===== src/rtl/dsp_ctrl_pkg.sv =====
// Shared definitions for the audio DSP mode controller: path-select mode
// codes, sequencer state encoding and the mode normalisation helper.
package dsp_ctrl_pkg;

  localparam logic [1:0] MODE_FIR      = 2'd0;
  localparam logic [1:0] MODE_ECHO     = 2'd1;
  localparam logic [1:0] MODE_STRAIGHT = 2'd2;

  typedef enum logic [1:0] {
    ST_RUN      = 2'd0,
    ST_FADE_OUT = 2'd1,
    ST_SWITCH   = 2'd2,
    ST_FADE_IN  = 2'd3
  } seq_state_e;

  // Code 3 has no path of its own; it aliases the straight-through path.
  function automatic logic [1:0] norm_mode(input logic [1:0] m);
    return (m == 2'd3) ? MODE_STRAIGHT : m;
  endfunction

endpackage


===== src/rtl/sample_gain_scaler.sv =====
// Registered gain stage: on each enabled cycle the signed sample is scaled by
// an unsigned gain and arithmetically shifted right, keeping the low 16 bits.
module sample_gain_scaler #(
  parameter int GAIN_W = 5,
  parameter int SHIFT  = 4
) (
  input  logic              clock,
  input  logic              reset,
  input  logic              en_i,
  input  logic [15:0]       sample_i,
  input  logic [GAIN_W-1:0] gain_i,
  output logic [15:0]       sample_o
);

  // One extra bit so the zero-extended gain is non-negative as a signed value.
  localparam int PW = 16 + GAIN_W + 1;

  logic signed [PW-1:0] sample_ext;
  logic signed [PW-1:0] gain_ext;
  logic signed [PW-1:0] prod;
  logic [15:0]          sample_d;
  logic [15:0]          sample_q;

  // Signed multiply and arithmetic shift; gain never exceeds 2**SHIFT.
  always_comb begin
    sample_ext = PW'($signed(sample_i));
    gain_ext   = PW'({1'b0, gain_i});
    prod       = sample_ext * gain_ext;
    sample_d   = 16'(prod >>> SHIFT);
  end

  // Output register advances only on sample strobes.
  always_ff @(posedge clock or negedge reset) begin
    if (!reset) begin
      sample_q <= 16'd0;
    end else if (en_i) begin
      sample_q <= sample_d;
    end
  end

  assign sample_o = sample_q;

endmodule


===== src/rtl/dsp_mode_sequencer.sv =====
// Click-free mode controller: fades the current path to silence, switches the
// path selector while muted, then fades the new path back in.
// Handshake: req_ready is high exactly while in RUN; a request is taken on any
// cycle with req_valid && req_ready, and is dropped (not queued) otherwise.
module dsp_mode_sequencer
  import dsp_ctrl_pkg::*;
#(
  parameter int RAMP_LEN   = 16,
  parameter int RAMP_LOG2  = 4,
  parameter int RESET_MODE = 2
) (
  input  logic               clock,
  input  logic               reset,
  input  logic               sample_tick,
  input  logic               req_valid,
  input  logic [1:0]         req_mode,
  output logic               req_ready,
  output logic [1:0]         selector,
  input  logic [15:0]        path_sample,
  output logic [15:0]        out_sample,
  output logic               busy,
  output logic [1:0]         dbg_state_o,
  output logic [RAMP_LOG2:0] dbg_gain_o
);

  localparam int               GW      = RAMP_LOG2 + 1;
  localparam logic [GW-1:0]    FULL    = GW'(RAMP_LEN);
  localparam logic [1:0]       RST_SEL = norm_mode(2'(RESET_MODE));

  seq_state_e    state_q, state_d;
  logic [GW-1:0] gain_q, gain_d;
  logic [1:0]    sel_q, sel_d;
  logic [1:0]    pend_q, pend_d;
  logic [1:0]    req_mode_n;

  // State, gain, selector and pending-mode registers.
  always_ff @(posedge clock or negedge reset) begin
    if (!reset) begin
      state_q <= ST_RUN;
      gain_q  <= FULL;
      sel_q   <= RST_SEL;
      pend_q  <= RST_SEL;
    end else begin
      state_q <= state_d;
      gain_q  <= gain_d;
      sel_q   <= sel_d;
      pend_q  <= pend_d;
    end
  end

  // Next-state logic; gain and selector move only on sample strobes.
  always_comb begin
    state_d    = state_q;
    gain_d     = gain_q;
    sel_d      = sel_q;
    pend_d     = pend_q;
    req_mode_n = norm_mode(req_mode);
    req_ready  = (state_q == ST_RUN);
    case (state_q)
      ST_RUN: begin
        gain_d = FULL;
        if (req_valid && (req_mode_n != sel_q)) begin
          pend_d  = req_mode_n;
          state_d = ST_FADE_OUT;
        end
      end
      ST_FADE_OUT: begin
        if (sample_tick) begin
          gain_d = gain_q - GW'(1);
          if (gain_q == GW'(1)) state_d = ST_SWITCH;
        end
      end
      ST_SWITCH: begin
        if (sample_tick) begin
          sel_d   = pend_q;
          state_d = ST_FADE_IN;
        end
      end
      ST_FADE_IN: begin
        if (sample_tick) begin
          gain_d = gain_q + GW'(1);
          if (gain_q == FULL - GW'(1)) state_d = ST_RUN;
        end
      end
      default: state_d = ST_RUN;
    endcase
  end

  sample_gain_scaler #(
    .GAIN_W (GW),
    .SHIFT  (RAMP_LOG2)
  ) u_scaler (
    .clock    (clock),
    .reset    (reset),
    .en_i     (sample_tick),
    .sample_i (path_sample),
    .gain_i   (gain_q),
    .sample_o (out_sample)
  );

  assign selector    = sel_q;
  assign busy        = (state_q != ST_RUN);
  assign dbg_state_o = state_q;
  assign dbg_gain_o  = gain_q;

endmodule


===== config.mk =====
export PLATFORM = sky130hd
export DESIGN_NAME = dsp_mode_sequencer
export DESIGN_NICKNAME = d
export VERILOG_FILES = /design/src/rtl/dsp_ctrl_pkg.sv /design/src/rtl/sample_gain_scaler.sv /design/src/rtl/dsp_mode_sequencer.sv
export SDC_FILE = /design/constraint.sdc
export NUM_CORES = 1
export LEC_CHECK = 0
export BUFFER_PORTS_ARGS = -buffer_cell sky130_fd_sc_hd__buf_2
export CAP_MARGIN = 20
export CORE_MARGIN = 4
export CORE_UTILIZATION = 50
export CTS_CLUSTER_DIAMETER = 80
export CTS_CLUSTER_SIZE = 30
export DETAILED_ROUTE_END_ITERATION = 7
export GPL_ROUTABILITY_DRIVEN = 0
export PLACE_DENSITY = 0.73
export SLEW_MARGIN = 0
export SYNTH_ARGS = -nofsm -noshare
export SYNTH_HDL_FRONTEND = slang
export SYNTH_SLANG_ARGS = --single-unit

===== constraint.sdc =====
create_clock -name clock -period 4.3 [get_ports clock]
set_clock_uncertainty 0.05 [all_clocks]
set_input_delay 0.86 -clock clock [delete_from_list [all_inputs] [get_ports clock]]
set_output_delay 0.86 -clock clock [all_outputs]
set_load 0.005 [all_outputs]

; After elaboration in Yosys (flattened, before gate mapping)
; Index checks and enable logic that the tools add are counted.
[op_classes]
addsub = 2
multipliers = 1
eq_ne = 13
n_mux = 11
reduce_logical = 8
[op_table]
columns = operator, count
row1 = 16-bit by 6-bit multiplier with 20-bit output, 1
row2 = 5-bit one-hot mux with 3 select lines, 1
row3 = 2-bit 2-to-1 mux, 7
row4 = 5-bit 2-to-1 mux, 2
row5 = "2-bit != test, second input constant", 5
row6 = 2-bit one-hot mux with 4 select lines, 1
row7 = "2-bit == test, second input constant", 3
row8 = 6-bit AND reduction, 1
row9 = "5-bit by 1-bit adder with 5-bit output, second input constant", 1
row10 = "5-bit by 1-bit == test with 1-bit output, second input constant", 1
row11 = "5-bit by 4-bit == test with 1-bit output, second input constant", 1
row12 = "5-bit by 1-bit subtractor with 5-bit output, second input constant", 1
row13 = 2-bit AND reduction, 2
row14 = 3-bit AND reduction, 1
row15 = 3-bit nonzero test, 1
row16 = "2-bit by 1-bit == test with 1-bit output, second input constant", 1
row17 = 2-bit logical NOT, 1
row18 = "2-bit by 1-bit != test with 1-bit output, second input constant", 1
row19 = 2-bit != test, 1
row20 = 2-bit nonzero test, 1
row21 = 1-bit logical AND, 1
[totals]
ff_bits = 27
input_bits = 22
out_inout_bits = 27
wordCells = 40

; Depth between registers and ports, before layout
; Gate-level depths: netlist (run 1).
[depth]
depth_word = 6
mapped_depth = 17
mapped_depth_nobuf = 14

; Cells and area by module
; A second synthesis (run 1) with hierarchy kept.
[hier_totals]
cells_unflattened = 444
hier_area_um2 = 4042.6
[modules_own_cells]
columns = module, instances, cells_each, area_per_inst_um2, seq_area_each_um2
row1 = sample_gain_scaler, 1, 364, 3251.9, 400.4
row2 = dsp_mode_sequencer, 1, 80, 790.8, 279.0

; Worst setup path before layout (run 1)
; OpenSTA, ideal clock, no wires.
[synth_path]
path_kind = register -> register
start = register gain_q[2], in the netlist dbg_gain_o[2]
end = register u_scaler.sample_q[9], in the netlist u_scaler.sample_o[9]
setup_time_ps = 125
arrival_time_ps = 4215
required_ps = 4125
slack_ps = -90
stages_incl_launch_ff = 16
n_path_buf = 2
synth_period_minus_slack_ps = 4390
path_cell_list = dfrtp_1 -> clkbuf_1 -> clkbuf_1 -> and2_1 -> fa_1 -> fa_1 -> inv_1 -> fa_1 -> inv_1 -> ha_1 -> a21o_1 -> a221o_2 -> a31oi_4 -> o21ai_2 -> xor2_1 -> mux2_4
[synth_between]
elab_chain_cells = 1
[synth_lines]
columns = item, line_no
row1 = "start, declared", dsp_mode_sequencer.sv:31  ; logic [GW-1:0] gain_q, gain_d;
row2 = "start signal, assigned", dsp_mode_sequencer.sv:45  ; gain_q <= gain_d;
row3 = 16-bit by 6-bit multiplier with 20-bit output, sample_gain_scaler.sv:28  ; prod = sample_ext * gain_ext;
row4 = "end signal, assigned", sample_gain_scaler.sv:37  ; sample_q <= sample_d;
row5 = "end, declared", sample_gain_scaler.sv:22  ; logic [15:0] sample_q;
; Every way passes these cells.
; A chain may end at the register's enable or synchronous reset.

; Worst setup path after layout (run 1)
[layout_path]
start = input port path_sample[3]
end = register u_scaler.sample_q[9], in the netlist u_scaler.sample_o[9]
[layout_between]
elab_chain_cells = 1
[layout_lines]
columns = item, line_no
row1 = "start, declared", dsp_mode_sequencer.sv:19  ; input logic [15:0] path_sample,
row2 = 16-bit by 6-bit multiplier with 20-bit output, sample_gain_scaler.sv:28
; Every way passes these cells.

==> metrics.md, run 1 <==
| Metric | Value |
|---|---|
| Outcome | finished, final reports clean |
| CP peak stage delay | ~540 ps |
| Die ar. | 9296 um^2 |
| Final min period | around 4200 ps |
| WL/cell | 14.38 um |
| Total GRT Usage | 0.2051 |
| Mean Syn Cell Area | 9.048 um^2 |
| Antenna diodes | 0 |
| IO Port Bufs | 48 |
| # clock sinks | 27 |
| EDFF count, synth | 0 |
| GR Layer Usage met3 | 0.01549 |
| Fmax achieved | between 200 and 250 MHz |
| H-tree depth | 1 |
| CTS tree | yes |
| Asr flop ratio synth | 1.000 |
| Critical path arrival | ~4300 ps |
| Largest net degree at the start of global routing | 28 |
| Initial antenna violation count | 0 |
| Most common cell after layout, fill and taps aside | inv_1 |
| Cts bufs inserted | 3 |
| Row cnt | 31 |
| Synth area leader | fa_1 |
| HP Class | register to register |
| Dominant synthesized flop cell | dfrtp_1 |
| Post-route ant nets | 0 |
| Slew margin rel. | 0.5735 |
| Startpoint Class | primary input |
| Synth top area share | 0.2356 |
| Post-DP Area | around 4700 um^2 |
| Synth top area cells | fa_1, dfrtp_1, ha_1 |
| Mapped Area | 3909 um^2 |
| Max-cap viol count | 0 |
| First-pass GRT wire length | between 15 and 20 mm |
| Total gr overflow | 0 |
| Bufs and invs on worst path | 3 |
| Fin cells | 624 |
| Final instance area | ~4800 um^2 |
| Cells after DPL | approximately 620 |
| Worst-Margin Slew | ~630 ps |
| Post-place setup slack | -223.8 ps |
| Post-route setup slack | 136.9 ps |
| Crit-path max FO | 4 |
| Vias | approximately 3200 |
| Synth unique cells | 50 |
| Most frequent cells in the layout | inv_1, and2_1, buf_4 |
| Worst setup EP type | register |
| Global route hottest layer | met2 |
| Share of cells above drive strength 1 | 0.2648 |
| Hold WS | 439.5 ps |
| Data required, critical path | around 4400 ps |
| Final setup fails | 0 |
| Register clock-pin slew on the reported worst setup and hold paths | 80 ps |
| P&R area growth vs syn | 22.06% |
| Final period util | 0.9682 |
| GR Util met1 | 0.2722 |
| Crit path top cell by count | fa_1 |
| Worst-Skew Late Latency | about 270 ps |
| I/O pins | roughly 50 |
| Dpl hpwl | approximately 7.4 mm |
| Slowest stage cell, crit path | fa_1 |
| Max Slew Vio Count | 0 |
| WL final | 8.970 mm |
| Fin. Hold Viols | 0 |
| Cts hold-fix bufs | 0 |
| Cell family with most CP delay | adder cells |
| Core area | around 7400 um^2 |
| DR vias/cell | roughly 5.2 |
| CTS Root Cell | clkbuf_8 |
| Crit Path Class | primary input to register |
| Sequential fraction of the synthesis area | 0.1738 |
| Final #Nets | approximately 640 |
| Iteration-0 DRC Markers | 80 |
| Initial Utilization | 0.5276 |
| Maximum root-to-sink buffer count | 2 |
| Post-Syn Instances | approximately 430 |
| Yosys reg bits | 27 |
| Unrepaired setup endpoints after global routing | no |
| Crit-path cells | buf_2 -> and2_1 -> fa_1 -> inv_1 -> fa_1 -> fa_1 -> inv_1 -> ha_4 -> a21o_2 -> a221o_2 -> a31oi_4 -> o21ai_2 -> xor2_1 -> mux2_4 |
| Die height | slightly below 100 um |
| Die W | 96.42 um |
| Met2 usage | 0.3761 |
| Pre-Repair DR Iteration Count | 4 |
| DRC | 0 |
| Number of global-route vias before repair | approximately 3300 |
| YS warnings | 0 |
| Post-synthesis net count | ~540 |
==> path summary, 6_finish.rpt <==
kind                                             startpoint                                 to  slack (ps)  depth (start not counted)
hold / removal             u_scaler.sample_o[7]$_DFFE_PN0P_   u_scaler.sample_o[7]$_DFFE_PN0P_         440                          2
hold reg to reg            u_scaler.sample_o[7]$_DFFE_PN0P_   u_scaler.sample_o[7]$_DFFE_PN0P_         440                          2
max in group asynchronous                             reset          dbg_gain_o[1]$_DFFE_PN0P_        3240                          1
min in group asynchronous                             reset         dbg_state_o[1]$_DFFE_PN0P_         540                          1
setup / recovery                             path_sample[3]   u_scaler.sample_o[9]$_DFFE_PN0P_         140                         14
setup reg to reg                  dbg_gain_o[2]$_DFFE_PN0P_  u_scaler.sample_o[10]$_DFFE_PN0P_         220                         15
==> cell usage after synthesis, types with 7 or more instances <==
cell	n
inv_1	73
and2_1	56
fa_1	46
nand2_1	46
ha_1	41
dfrtp_1	24
a21oi_1	18
mux2_2	13
o21ai_0	12
clkbuf_1	11
xor2_1	11
nor2_1	8
xnor2_1	8
nand4_1	7
==> metrics by stage <==
step | util | setup TNS (ps)
after floorplan | - | 0
after global placement | 0.6311 | -818.3
after detailed placement | 0.6311 | -1393
after CTS | 0.6372 | 0
after global routing | 0.6440 | 0
final | 0.6440 | 0
==> cell families after synthesis <==
logic type,synth area share
fa+ha+maj,0.3668
buf+inv,0.08578
xor+xnor,0.04257
simple gates,0.1751
mux,0.05154
compound gates,0.1044
flops,0.1738
==> cell type report <==
| class | count | area, um^2 |
|---|---|---|
| Sequential cell | 27 | 680.7 |
| Tap cell | 99 | 123.9 |
| Timing Repair Buffer | 103 | 688.2 |
| Clock buffer | 4 | 45.04 |
| Inverter | 74 | 277.8 |
| Fill cell | 650 | 2638 |
| Multi-Input combinational cell | 317 | 2955 |
==> layer usage <==
layer  routed length, um  vias up  share of wire
met5                   0        -              0
met4                  77        0         0.0086
met3                 268        9          0.030
met2                4733       59           0.53
met1                3891     1588           0.43
li1                    -     1571              -
==> registers in the layout, summed over array words and instances (netlist names) <==
register           count
u_scaler.sample_o     16
dbg_gain_o             5
dbg_state_o            2
selector               2
pend_q                 2
==> worst min-delay path: stages (launching register included) <==
cell     delay (ps)
dfrtp_1         350
nand2_1          50
o21ai_0          60
==> timing repair <==
item | CTS | global route
setup buffers | 0 | 2
resized for setup | 0 | 9
setup endpoints to repair | 0 | 7
Power of run 1 is left out: the tool's default activity adds up to more than one toggle a clock period on the data nets, which glitch-free logic cannot reach.
==> inputs of run 2 (changes only) <==
- clock period: 4.3 -> 3.8 ns (I/O delays scaled with it)
==> metrics.md, run 2 (synthesized netlist as in run 1, its figures left out) <==
| Metric | Value |
|---|---|
| Post-route setup slack | -195.1 ps |
| DRC | 0 |
| Final #Nets | 651 |
| Max FFs per register | 16 |
| Startpoint Class | primary input |
| Register clock-pin slew on the reported worst setup and hold paths | ~100 ps |
| HP Class | primary input to asynchronous set/reset pin |
| Hold WS | ~420 ps |
| Cts bufs inserted | 3 |
| Cts hold-fix bufs | 0 |
| Slew margin rel. | 0.5842 |
| Data required, critical path | slightly below 4000 ps |
| Fmax achieved | roughly 250 MHz |
| # clock sinks | 27 |
| First-pass GRT wire length | roughly 16 mm |
| P&R area growth vs syn | 32.87% |
| Initial antenna violation count | 0 |
| Crit Path Class | primary input to register |
| Final period util | 1.051 |
| Post-route ant nets | 0 |
| Pre-Repair DR Iteration Count | 5 |
| Unrepaired setup endpoints after global routing | yes |
| CTS tree | yes |
| Max-cap viol count | 0 |
| Die W | roughly 96 um |
| Antenna diodes | 0 |
| Row cnt | 31 |
| Iteration-0 DRC Markers | 118 |
| DR vias/cell | 5.272 |
| CTS Root Cell | clkbuf_8 |
| Most common cell after layout, fill and taps aside | inv_1 |
| Die ar. | between 9000 and 10000 um^2 |
| Crit-path max FO | 5 |
| Vias | 3374 |
| I/O pins | between 40 and 50 |
| Total GRT Usage | 0.2234 |
| Share of cells above drive strength 1 | 0.3697 |
| Die height | about 96 um |
| Critical path arrival | approximately 4100 ps |
| Worst-Skew Late Latency | 280 ps |
| Max Slew Vio Count | 0 |
| Dpl hpwl | between 7 and 8 mm |
| Total gr overflow | 0 |
| Fin cells | 640 |
| Most frequent cells in the layout | inv_1, buf_4, and2_1 |
| Post-DP Area | a little under 5000 um^2 |
| IO Port Bufs | 48 |
| Number of global-route vias before repair | around 3400 |
| Final instance area | ~5200 um^2 |
| Cells after DPL | just over 600 |
| Initial Utilization | 0.5276 |
| WL final | around 10 mm |
| Largest net degree at the start of global routing | 28 |
| Final min period | around 4000 ps |
| WL/cell | roughly 16 um |
| Final setup fails | 10 |
| Outcome | finished, violations left |
| Worst-Margin Slew | between 600 and 700 ps |
| Maximum root-to-sink buffer count | 2 |
| Worst setup EP type | register |
| Core area | 7408 um^2 |
| H-tree depth | 1 |
| Fin. Hold Viols | 0 |
| Failing checks | negative setup slack |
run 2: cell count changes in the layout (fill, tap and decap cells not counted), sizes merged:
| cell | change |
|---|---|
| buf | +16 |
| clkbuf | -1 |
| clkinvlp | +1 |
run 2: final cells by class:
type                            count  area (um^2)
Multi-Input combinational cell    317         3207
Fill cell                         599         2215
Sequential cell                    27        683.2
Timing Repair Buffer              119        853.3
Clock inverter                      1        7.507
Inverter                           74        277.8
Tap cell                           99        123.9
Clock buffer                        3        41.29
run 2: layer usage:
layer	wire, um	GRT usage	vias up
li1	-	-	1608
met1	4256	0.2932	1672
met2	5259	0.4043	77
met3	422	0.02634	17
met4	180	0.03271	0
met5	0	0	-
run 2: final timing paths:
check,startpoint,end,slack [ps],cells after the start
setup / recovery,path_sample[5],u_scaler.sample_o[9]$_DFFE_PN0P_,-200,14
hold / removal,reset,u_scaler.sample_o[0]$_DFFE_PN0P_,420,1
setup reg to reg,dbg_gain_o[1]$_DFFE_PN0P_,u_scaler.sample_o[9]$_DFFE_PN0P_,-190,14
hold reg to reg,u_scaler.sample_o[12]$_DFFE_PN0P_,u_scaler.sample_o[12]$_DFFE_PN0P_,460,2
max in group asynchronous,reset,dbg_gain_o[0]$_DFFE_PN0P_,2860,1
min in group clock,u_scaler.sample_o[12]$_DFFE_PN0P_,u_scaler.sample_o[12]$_DFFE_PN0P_,460,2
run 2: critical path: stages:
cell and delay [ps]:
buf_6 100, and2_4 130, fa_1 540, inv_2 50, fa_1 470, fa_1 520, inv_2 50, ha_4 220
a21o_2 190, a221o_2 420, a31oi_4 180, o21ai_2 90, xor2_1 140, mux2_4 250
run 2: metrics by stage:
step,setup slack [ps],util,setup TNS [ps]
after global placement,-449.1,0.6482,-4342
after floorplan,-232.4,-,-999.4
after detailed placement,-480.7,0.6482,-4917
after CTS,-159.0,0.6810,-789.2
final,-195.1,0.7011,-980.7
after global routing,-271.3,0.7011,-2264
run 2: repair_timing:
action | in CTS | in global routing
resized for setup | 32 | 28
cloned | 0 | 0
pin swaps | 17 | 29
endpoints found under the hold margin | 0 | 0
setup buffers | 11 | 5
endpoints found under the setup margin | 12 | 12
Power of run 2 is left out for the same reason.
